<file path="config.mk">
export PLATFORM = sky130hd
export DESIGN_NAME = fnd_scan_decoder
export DESIGN_NICKNAME = d
export VERILOG_FILES = /design/src/rtl/fnd_pkg.sv /design/src/rtl/fnd_seg_to_bcd.sv /design/src/rtl/fnd_scan_decoder.sv
export SDC_FILE = /design/constraint.sdc
export NUM_CORES = 1
export LEC_CHECK = 0
export CORE_MARGIN = 2
export CORE_UTILIZATION = 45
export DETAILED_ROUTE_END_ITERATION = 7
export GPL_TIMING_DRIVEN = 0
export HOLD_SLACK_MARGIN = 0.15
export PLACE_DENSITY = 0.74
export SYNTH_ARGS = -nofsm -noshare
export SYNTH_HDL_FRONTEND = slang
export SYNTH_SLANG_ARGS = --single-unit
</file>
<file path="constraint.sdc">
create_clock -name clk -period 8 [get_ports clk]
set_input_delay 0.8 -clock clk [delete_from_list [all_inputs] [get_ports clk]]
set_output_delay 0.8 -clock clk [all_outputs]
set_load 0.01 [all_outputs]
</file>
<file path="src/rtl/fnd_pkg.sv">
// -----------------------------------------------------------------------------
// fnd_pkg
//   Shared definitions for the 4-digit FND scan bus (active-low commons,
//   active-low segments, bit7 = DP). The segment constants are the same ones
//   the display driver uses. This keeps encoder and decoder on one table.
//
//   Contents:
//     SEG_0..SEG_F        8-bit segment patterns (DP off)
//     COM_D1..COM_D1000   one-hot-low digit commons
//     FND_MAX / CNT_W     value range 0..9999 and its width
//     fnd_rx_state_t      receive FSM states
//     helpers             com legality, com -> slot index, hex detect,
//                         4-digit BCD -> binary
// -----------------------------------------------------------------------------
package fnd_pkg;

    localparam logic [7:0] SEG_0 = 8'hC0;
    localparam logic [7:0] SEG_1 = 8'hF9;
    localparam logic [7:0] SEG_2 = 8'hA4;
    localparam logic [7:0] SEG_3 = 8'hB0;
    localparam logic [7:0] SEG_4 = 8'h99;
    localparam logic [7:0] SEG_5 = 8'h92;
    localparam logic [7:0] SEG_6 = 8'h82;
    localparam logic [7:0] SEG_7 = 8'hF8;
    localparam logic [7:0] SEG_8 = 8'h80;
    localparam logic [7:0] SEG_9 = 8'h90;
    localparam logic [7:0] SEG_A = 8'h88;
    localparam logic [7:0] SEG_B = 8'h83;
    localparam logic [7:0] SEG_C = 8'hC6;
    localparam logic [7:0] SEG_D = 8'hA1;
    localparam logic [7:0] SEG_E = 8'h86;
    localparam logic [7:0] SEG_F = 8'h8E;

    localparam logic [3:0] COM_D1    = 4'b1110;
    localparam logic [3:0] COM_D10   = 4'b1101;
    localparam logic [3:0] COM_D100  = 4'b1011;
    localparam logic [3:0] COM_D1000 = 4'b0111;

    localparam int FND_MAX = 10_000;
    localparam int CNT_W   = $clog2(FND_MAX);   // 14 bits covers 0..9999

    typedef enum logic [1:0] {
        IDLE,
        SETTLE,
        HOLD
    } fnd_rx_state_t;

    // Exactly one common low. Everything else, including 1111, is illegal.
    function automatic logic com_is_legal(input logic [3:0] com);
        return (com == COM_D1) || (com == COM_D10) ||
               (com == COM_D100) || (com == COM_D1000);
    endfunction

    // Slot index: 0 = units, 3 = thousands. Only meaningful for legal com.
    function automatic logic [1:0] com_to_idx(input logic [3:0] com);
        logic [1:0] idx;
        idx = 2'd0;
        case (com)
            COM_D10:   idx = 2'd1;
            COM_D100:  idx = 2'd2;
            COM_D1000: idx = 2'd3;
            default:   idx = 2'd0;
        endcase
        return idx;
    endfunction

    function automatic logic any_hex(input logic [3:0][3:0] d);
        logic r;
        r = 1'b0;
        for (int i = 0; i < 4; i++) begin
            if (d[i] > 4'd9) r = 1'b1;
        end
        return r;
    endfunction

    function automatic logic [CNT_W-1:0] bcd4_to_bin(input logic [3:0][3:0] d);
        return CNT_W'(d[3]) * CNT_W'(1000) +
               CNT_W'(d[2]) * CNT_W'(100)  +
               CNT_W'(d[1]) * CNT_W'(10)   +
               CNT_W'(d[0]);
    endfunction

endpackage

</file>
<file path="src/rtl/fnd_seg_to_bcd.sv">
// -----------------------------------------------------------------------------
// fnd_seg_to_bcd
//   Combinational inverse of the 7-segment table: pattern -> nibble 0..F.
//   This is the only place the inverse table lives.
//
//   Ports:
//     seg_i     in  8  active-low segment pattern, bit7 = DP
//     nibble_o  out 4  decoded value (0 when no hit)
//     hit_o     out 1  pattern is one of the 16 table entries
//
//   Configuration:
//     FND_DP_CAPTURE_EN  DP bit is a don't-care. Without it, the full 8 bits
//                        must match, so a lit DP misses.
// -----------------------------------------------------------------------------
module fnd_seg_to_bcd
    import fnd_pkg::*;
(
    input  logic [7:0] seg_i,
    output logic [3:0] nibble_o,
    output logic       hit_o
);

    logic [7:0] key;

`ifdef FND_DP_CAPTURE_EN
    // Force DP to "off" so the table compare ignores it.
    assign key = {1'b1, seg_i[6:0]};
`else
    assign key = seg_i;
`endif

    always_comb begin
        // NOTE: every output gets a default before the case so no path leaves it unassigned (no latch).
        nibble_o = 4'h0;
        hit_o    = 1'b1;
        case (key)
            SEG_0:   nibble_o = 4'h0;
            SEG_1:   nibble_o = 4'h1;
            SEG_2:   nibble_o = 4'h2;
            SEG_3:   nibble_o = 4'h3;
            SEG_4:   nibble_o = 4'h4;
            SEG_5:   nibble_o = 4'h5;
            SEG_6:   nibble_o = 4'h6;
            SEG_7:   nibble_o = 4'h7;
            SEG_8:   nibble_o = 4'h8;
            SEG_9:   nibble_o = 4'h9;
            SEG_A:   nibble_o = 4'hA;
            SEG_B:   nibble_o = 4'hB;
            SEG_C:   nibble_o = 4'hC;
            SEG_D:   nibble_o = 4'hD;
            SEG_E:   nibble_o = 4'hE;
            SEG_F:   nibble_o = 4'hF;
            default: hit_o    = 1'b0;
        endcase
    end

endmodule

</file>
<file path="src/rtl/fnd_scan_decoder.sv">
// -----------------------------------------------------------------------------
// fnd_scan_decoder
//   Receive side of the 4-digit FND scan bus. The block syncs the multiplexed
//   bus and waits for each digit's common to settle. It then samples the
//   segments, decodes them back to BCD and rebuilds the 0..9999 value once all
//   four digits have been seen.
//
//   Parameters:
//     SETTLE_CYC   cycles com must be stable and legal before a sample
//     TIMEOUT_CYC  cycles without a com change before the bus is stale
//
//   Ports:
//     clk       in   1   system clock
//     reset     in   1   asynchronous reset, active low
//     fnd_com   in   4   digit commons, one-hot-low
//     fnd_seg   in   8   segment pattern of the active digit, bit7 = DP
//     cnt_data  out  14  last good decoded value
//     valid     out  1   pulse when cnt_data updates
//     seg_err   out  1   pulse: sampled pattern not in the table
//     bcd_err   out  1   pulse: completed frame holds a digit A..F
//     stale     out  1   level: no scan activity for TIMEOUT_CYC cycles
//     dp_out    out  4   per-digit DP state (only with FND_DP_CAPTURE_EN)
//
//   Configuration:
//     FND_DP_CAPTURE_EN  decode ignores DP and the DP bits are reported
//                        on dp_out together with cnt_data
// -----------------------------------------------------------------------------
module fnd_scan_decoder
    import fnd_pkg::*;
#(
    parameter int SETTLE_CYC  = 16,
    parameter int TIMEOUT_CYC = 200_000
) (
    input  logic             clk,
    input  logic             reset,
    input  logic [3:0]       fnd_com,
    input  logic [7:0]       fnd_seg,
    output logic [CNT_W-1:0] cnt_data,
    output logic             valid,
    output logic             seg_err,
    output logic             bcd_err,
    output logic             stale
`ifdef FND_DP_CAPTURE_EN
   ,output logic [3:0]       dp_out
`endif
);

    localparam int SET_W = (SETTLE_CYC > 1) ? $clog2(SETTLE_CYC) : 1;
    localparam int TMO_W = $clog2(TIMEOUT_CYC + 1);

    localparam logic [SET_W-1:0] SET_LAST = SET_W'(SETTLE_CYC - 1);
    localparam logic [TMO_W-1:0] TMO_MAX  = TMO_W'(TIMEOUT_CYC);
    localparam logic [TMO_W-1:0] TMO_LAST = TMO_W'(TIMEOUT_CYC - 1);

    // ---------------------------------------------------------------- sync
    logic [3:0] com_s1_q, com_s2_q, com_last_q;
    logic [7:0] seg_s1_q, seg_s2_q;

    always_ff @(posedge clk or negedge reset) begin
        if (!reset) begin
            com_s1_q   <= 4'hF;
            com_s2_q   <= 4'hF;
            com_last_q <= 4'hF;
            seg_s1_q   <= 8'hFF;
            seg_s2_q   <= 8'hFF;
        end else begin
            // NOTE: non-blocking so every flop samples the pre-edge value; blocking here would collapse the chain.
            com_s1_q   <= fnd_com;
            com_s2_q   <= com_s1_q;
            com_last_q <= com_s2_q;
            seg_s1_q   <= fnd_seg;
            seg_s2_q   <= seg_s1_q;
        end
    end

    logic       com_chg;
    logic       com_legal;
    logic [1:0] dig_idx;
    logic [3:0] dig_onehot;

    assign com_chg    = (com_s2_q != com_last_q);
    assign com_legal  = com_is_legal(com_s2_q);
    assign dig_idx    = com_to_idx(com_s2_q);
    assign dig_onehot = 4'(4'b0001 << dig_idx);

    // ---------------------------------------------------------------- dwell FSM
    fnd_rx_state_t    state_q, state_d;
    logic [SET_W-1:0] set_cnt_q, set_cnt_d;
    logic             sample;

    always_ff @(posedge clk or negedge reset) begin
        if (!reset) begin
            state_q   <= IDLE;
            set_cnt_q <= '0;
        end else begin
            state_q   <= state_d;
            set_cnt_q <= set_cnt_d;
        end
    end

    always_comb begin
        state_d   = state_q;
        set_cnt_d = set_cnt_q;
        sample    = 1'b0;
        case (state_q)
            IDLE: begin
                // Illegal -> legal is always a change, so any legal com restarts settling.
                if (com_legal) begin
                    state_d   = SETTLE;
                    set_cnt_d = '0;
                end
            end
            SETTLE: begin
                if (com_chg) begin
                    state_d   = com_legal ? SETTLE : IDLE;
                    set_cnt_d = '0;
                end else if (set_cnt_q == SET_LAST) begin
                    sample  = 1'b1;
                    state_d = HOLD;
                end else begin
                    set_cnt_d = set_cnt_q + 1'b1;
                end
            end
            HOLD: begin
                if (com_chg) begin
                    state_d   = com_legal ? SETTLE : IDLE;
                    set_cnt_d = '0;
                end
            end
            default: state_d = IDLE;
        endcase
    end

    // ---------------------------------------------------------------- timeout
    logic [TMO_W-1:0] tmo_cnt_q, tmo_cnt_d;
    logic             tmo_expire;

    // Single-cycle event on the step into saturation. A counter already
    // saturated does not keep re-firing.
    assign tmo_expire = !com_chg && (tmo_cnt_q == TMO_LAST);

    always_comb begin
        tmo_cnt_d = tmo_cnt_q;
        if (com_chg)                  tmo_cnt_d = '0;
        else if (tmo_cnt_q != TMO_MAX) tmo_cnt_d = tmo_cnt_q + 1'b1;
    end

    // ---------------------------------------------------------------- frame assembly
    logic [3:0]       dec_nib;
    logic             dec_hit;

    fnd_seg_to_bcd u_seg_to_bcd (
        .seg_i    (seg_s2_q),
        .nibble_o (dec_nib),
        .hit_o    (dec_hit)
    );

    logic [3:0][3:0]  slot_q, slot_d;
    logic [3:0]       mask_q, mask_d;
    logic             bad_q, bad_d;
    logic             frame_done, frame_bad, frame_hex, accept;
    logic             seg_err_d, bcd_err_d, p1_vld_d;
    logic [CNT_W-1:0] sum_d;

    always_comb begin
        slot_d    = slot_q;
        mask_d    = mask_q;
        bad_d     = bad_q;
        seg_err_d = 1'b0;
        if (sample) begin
            mask_d = mask_q | dig_onehot;
            if (dec_hit) begin
                slot_d[dig_idx] = dec_nib;
            end else begin
                seg_err_d = 1'b1;
                bad_d     = 1'b1;
            end
        end

        frame_done = sample && (mask_d == 4'hF);
        frame_bad  = bad_d;
        frame_hex  = any_hex(slot_d);
        // Timeout beats a frame completing in the same cycle.
        accept     = frame_done && !tmo_expire && !frame_bad;
        p1_vld_d   = accept && !frame_hex;
        bcd_err_d  = accept && frame_hex;
        sum_d      = bcd4_to_bin(slot_d);

        if (frame_done || tmo_expire) begin
            mask_d = '0;
            bad_d  = 1'b0;
        end
    end

    always_ff @(posedge clk or negedge reset) begin
        if (!reset) begin
            // NOTE: the four slots are ordinary flops, not a RAM, so they are reset like any other state.
            slot_q    <= '0;
            mask_q    <= '0;
            bad_q     <= 1'b0;
            tmo_cnt_q <= '0;
        end else begin
            slot_q    <= slot_d;
            mask_q    <= mask_d;
            bad_q     <= bad_d;
            tmo_cnt_q <= tmo_cnt_d;
        end
    end

    // ---------------------------------------------------------------- output pipeline
    // Stage 1 holds the multiply-add result. Stage 2 is the output register,
    // so valid fires two cycles after the completing sample.
    logic [CNT_W-1:0] sum_q, cnt_data_q;
    logic             p1_vld_q, valid_q, seg_err_q, bcd_err_q, stale_q, stale_d;

    always_comb begin
        stale_d = stale_q;
        if (p1_vld_q)   stale_d = 1'b0;
        if (tmo_expire) stale_d = 1'b1;
    end

    always_ff @(posedge clk or negedge reset) begin
        if (!reset) begin
            sum_q      <= '0;
            p1_vld_q   <= 1'b0;
            cnt_data_q <= '0;
            valid_q    <= 1'b0;
            seg_err_q  <= 1'b0;
            bcd_err_q  <= 1'b0;
            stale_q    <= 1'b1;
        end else begin
            p1_vld_q  <= p1_vld_d;
            if (p1_vld_d) sum_q <= sum_d;
            valid_q   <= p1_vld_q;
            if (p1_vld_q) cnt_data_q <= sum_q;
            seg_err_q <= seg_err_d;
            bcd_err_q <= bcd_err_d;
            stale_q   <= stale_d;
        end
    end

    assign cnt_data = cnt_data_q;
    assign valid    = valid_q;
    assign seg_err  = seg_err_q;
    assign bcd_err  = bcd_err_q;
    assign stale    = stale_q;

`ifdef FND_DP_CAPTURE_EN
    // ---------------------------------------------------------------- DP capture
    // DP is lit when seg[7] is low. It is tracked per slot and moves through
    // the pipeline alongside the value.
    logic [3:0] dp_slot_q, dp_slot_d, dp_p1_q, dp_out_q;

    always_comb begin
        dp_slot_d = dp_slot_q;
        if (sample) dp_slot_d[dig_idx] = ~seg_s2_q[7];
    end

    always_ff @(posedge clk or negedge reset) begin
        if (!reset) begin
            dp_slot_q <= '0;
            dp_p1_q   <= '0;
            dp_out_q  <= '0;
        end else begin
            dp_slot_q <= dp_slot_d;
            if (p1_vld_d) dp_p1_q  <= dp_slot_d;
            if (p1_vld_q) dp_out_q <= dp_p1_q;
        end
    end

    assign dp_out = dp_out_q;
`endif

endmodule

</file>
=== Word-level counts from Yosys, hierarchy flattened ===
Cells that the tools add are included.

* Memory bits (writable): 0
* Memories: 0
* Register bits: 106
* Bits in latches: 0
* ROM bits: 0
* Output and inout bits: 18

* $lt $le $gt $ge: 6
* $add $sub $neg: 5
* Bitwise logic cells: 1
* Shifts and indexed selects: 1
* Div/mod/pow operators: 0
* Multiplexer cells: 37
* Multipliers: 3
* Equality and inequality tests: 31
* Reduce and logical (&&, ||, !) cells: 22

{| class="wikitable"
|+ Operators by type and width
! kind !! count
|-
| $eq A8 B8 Y1 const B || 16
|-
| $pmux W4 S15 || 1
|-
| $mux W18 || 2
|-
| $mux W16 || 2
|-
| $mux W4 || 7
|-
| $eq A4 B4 Y1 const B || 5
|-
| $add A18 B1 Y18 const B || 1
|-
| $eq A18 B18 Y1 const B || 1
|-
| $ne A18 B18 Y1 const B || 1
|-
| $bwmux W16 || 1
|-
| $gt A4 B4 Y1 const B || 4
|-
| $mux W1 || 16
|-
| $reduce_or A16 Y1 || 1
|-
| $add A14 B11 Y14 || 1
|-
| $add A14 B4 Y14 || 1
|-
| $add A14 B8 Y14 || 1
|-
| $pmux W2 S3 || 2
|-
| $pmux W4 S3 || 1
|-
| $mul A4 B7 Y11 const B || 1
|-
| $mul A4 B5 Y9 const B || 1
|-
| $demux W4 S2 || 1
|-
| $mux W2 || 4
|-
| $logic_and A1 B1 Y1 || 7
|-
| $mul A4 B3 Y7 const B || 1
|-
| other kinds (18) || 27
|}

=== Depth between registers and ports, before layout ===
* Depth in word-level cells: 16
* Depth in mapped cells: 25
* Depth with buffers taken out: 25

=== Hierarchy ===
From an unflattened synthesis, not the netlist that was laid out.

* Cell total of the unflattened synthesis: 566
* Area total of the unflattened synthesis: 6,341.1 um2

{| class="wikitable"
|+ By module, submodules not included
! module !! sequential area each (um2) !! area each (um2) !! cells each !! instances
|-
| fnd_scan_decoder || 2,688.8 || 6,000.8 || 517 || 1
|-
| fnd_seg_to_bcd || 0.0 || 340.3 || 49 || 1
|}

=== Worst setup path before layout ===
No wires, ideal clock.

* Kind: register to register
* Start point: register com_s2_q[2]
* End point: register sum_q[13]
* Clock period less this slack: 6.302 ns
* Path slack: 1.698 ns
* Stages on the path, launching flop included: 22
* Arrival time: 6.177 ns
* Required time: 7.875 ns
* Path buffers: 1
* Cells stage by stage: dfstp_2 clkbuf_1 xnor2_1 nand4_2 or2_1 o41ai_2 inv_1 fa_1 inv_1 fa_1 ha_1 a21o_1 a21oi_1 xor2_1 ha_1 ha_1 ha_1 a21o_1 a31oi_1 o21ai_0 xnor2_1 mux2_4

{| class="wikitable"
|+ RTL lines
! what !! line !! text
|-
| start, declared || fnd_scan_decoder.sv:56 || <nowiki>logic [3:0] com_s1_q, com_s2_q, com_last_q;</nowiki>
|-
| start signal, assigned || fnd_scan_decoder.sv:69 || <nowiki>com_s2_q <= com_s1_q;</nowiki>
|-
| end signal, assigned || fnd_scan_decoder.sv:233 || <nowiki>if (p1_vld_d) sum_q <= sum_d;</nowiki>
|-
| end, declared || fnd_scan_decoder.sv:213 || <nowiki>logic [CNT_W-1:0] sum_q, cnt_data_q;</nowiki>
|}

==> impl_metrics.json <==
{
  "run_status": "finished clean",
  "cts.path.max_buffers": 2,
  "crit_required_ns": 8.24,
  "power.static_leakage_nw": 3.53,
  "dieArea_um2": 15000,
  "grt_pass1_vias": 4280,
  "hold_viol": 0,
  "final_cell_area_um2": 7150,
  "post_dp_cell_area_um2": 6860,
  "fin_tns_setup_ns": 0,
  "post_cts_resized": 0,
  "maxCapViolCount": 0,
  "top_usage_layer": "met2",
  "clock-root-buffer": "clkbuf_16",
  "drive_gt1_share_pct": 18.0,
  "post_cts_buffers": 0,
  "drt_iter0_drc": 216,
  "firstDrtPassIters": 5,
  "cts-hold-fix-buffers": 0,
  "cts.htree.levels": 3,
  "finalClockSkew_ns": 0.00852,
  "vias_per_cell": 5.35,
  "drc": 0,
  "tightest_slew_ns": 0.962,
  "area.growth.synth_to_final_pct": 13.4,
  "final_nets": 695,
  "synthArstFlopShare_pct": 100,
  "synthFlopType": "dfrtp_1",
  "wl_per_cell_um": 14.5,
  "grt_overflow": 0,
  "total_power_mw": 1.03,
  "synth_edf_count": 0,
  "io_buffers": 31,
  "whs_ns": 0.357,
  "setup_viol": 0,
  "crit_fanout": 10,
  "cp.arrival_ns": 7.25,
  "n_antenna_cell": 0,
  "final_common_cell": "dfrtp_1",
  "grtUsageMet2_pct": 27.8,
  "rsz0062_at_grt": "false",
  "ir_worst_vdd_mv": 0.0909,
  "power_per_cell_area_nw_per_um2": 145,
  "synth_nets": 652,
  "r2r_slack_ns": 0.99,
  "grt_max_degree": 62,
  "io_pins": 32,
  "drtAntennaViolNets": 0,
  "grt_use_met1_pct": 22.3,
  "startpoint_type": "flip-flop",
  "num_vias": 4230,
  "period_share_pct": 87.6,
  "grt_pass1_wl_mm": 20.2,
  "place_congestion": 0.822,
  "grt_antenna_before_repair": 0,
  "core_area_um2": 13800,
  "num_rows": 43,
  "synth_top_area_share_pct": 30.6,
  "finalWirelength_mm": 11.5,
  "nFillCells": 1198,
  "synth_top_area_cell": "dfrtp_1",
  "instances_no_fill": 791,
  "yosysSeqAreaShare_pct": 42.7,
  "dp_hpwl_mm": 8.50,
  "ys_types": 71,
  "cp-end-kind": "flip-flop",
  "syn-mean-instance-area_um2": 11.2,
  "path_clk_slew_ns": 0.07,
  "cts_tree": "yes",
  "synth-seq-cells": 106,
  "worstSetupPathType": "flip-flop to flip-flop",
  "die_h_um": 122,
  "fin_crit_ns": 7.01,
  "track_usage_pct": 17.0,
  "relSlewSlack_pct": 35.0,
  "dp_cells": 775,
  "die_w_um": 122,
  "met3_usage_pct": 2.93,
  "cts_made_buffers": 9,
  "max_freq_ghz": 0.143,
  "ys.warnings.count": 0,
  "insertion_delay_ns": 0.35,
  "cts.sinks": 106,
  "initial_utilization_pct": 45.8,
  "synthCells": 563,
  "syn_area_um2": 6300,
  "hold_class": "flip-flop to flip-flop",
  "slew_viol_final": 0,
  "ys_top_cells_by_area": "dfrtp_1, dfstp_2, ha_1, fa_1, mux2_2",
  "final_cell_mix": "dfrtp_1, ha_1, nor2_1"
}
Yosys cell counts, types with 9 or more instances:
cell type	n
mux2_2	26
a21oi_1	24
ha_1	58
inv_1	48
xnor2_1	22
o21ai_0	12
nand3_1	13
nand2_1	26
dfrtp_1	77
fa_1	17
mux2_4	9
nor2_1	49
xor2_1	18
dfstp_2	29
layout make-up:
type | count | area, um2 | area share, %
Buffer | 15 | 88.8 | 1.24
Clock buffer | 9 | 225 | 3.15
Sequential cell | 106 | 2690 | 37.6
Timing Repair Buffer | 32 | 335 | 4.69
Multi-Input combinational cell | 394 | 3350 | 46.8
Tap cell | 180 | 225 | 3.15
Clock inverter | 7 | 57.6 | 0.805
Inverter | 48 | 180 | 2.52
routing by layer:
| metal | part of all wire [%] | wire length (um) |
|---|---|---|
| met5 | 0 | 0 |
| met4 | 2.3 | 262 |
| met3 | 3.1 | 352 |
| met2 | 49 | 5580 |
| met1 | 46 | 5310 |
cell families after synthesis:
group / after synthesis / synth area share, %
AND/OR/NAND/NOR: 157 / 13.3
flip-flops: 106 / 42.7
AO/OA/AOI/OAI: 82 / 9.75
adder cells (fa/ha/maj): 76 / 17.1
buffers and inverters: 63 / 4.27
XOR/XNOR: 40 / 5.56
multiplexers: 39 / 7.42
where the power goes:
group	internal, mW	switching (mW)	total (mW)
registers	0.550	0.00518	0.555
clock network	0.218	0.212	0.430
logic	0.0193	0.0310	0.0503
state kept, by name (all words and copies together), names as in the netlist:
signal and count:
bad_q 1, bcd_err 1, cnt_data 14, com_last_q 4, com_s1_q 4, com_s2_q 4, mask_q 4, p1_vld_q 1
seg_err 1, seg_s1_q 8, seg_s2_q 8, set_cnt_q 4, slot_q 16, stale 1, state_q 2, sum_q 14
tmo_cnt_q 18, valid 1
through the flow:
step	worst slack, ns	util (%)
after floorplan	1.70	-
after global placement	1.07	49.7
after detailed placement	1.05	49.8
after CTS	0.920	51.9
after global routing	0.583	51.9
final	0.990	51.9
worst paths after layout:
| path | from | endpoint | depth (start not counted) |
|---|---|---|---|
| max reg2reg | com_s2_q[2] | sum_q[13] | 21 |
| min | com_s1_q[1] | com_s2_q[1] | 0 |
| min reg2reg | com_s1_q[1] | com_s2_q[1] | 0 |
| max | com_s2_q[2] | sum_q[13] | 21 |
| max in group asynchronous | reset | com_s2_q[3] | 2 |
| min in group asynchronous | reset | tmo_cnt_q[8] | 1 |
worst max-delay path, cell delays in order, from the launching register on:
cell and delay (ns):
dfstp_2 0.53, clkbuf_1 0.34, xnor2_1 0.20, nand4_2 0.28, or2_1 0.36, o41ai_2 0.86, inv_1 0.26, fa_1 0.70
inv_1 0.11, fa_1 0.46, ha_1 0.34, a21o_1 0.17, a21oi_1 0.20, xor2_1 0.18, ha_1 0.25, ha_1 0.29
ha_1 0.35, a21o_1 0.19, a31oi_1 0.22, o21ai_0 0.16, xnor2_1 0.15, mux2_4 0.27
(Power assumes the default switching activity.)
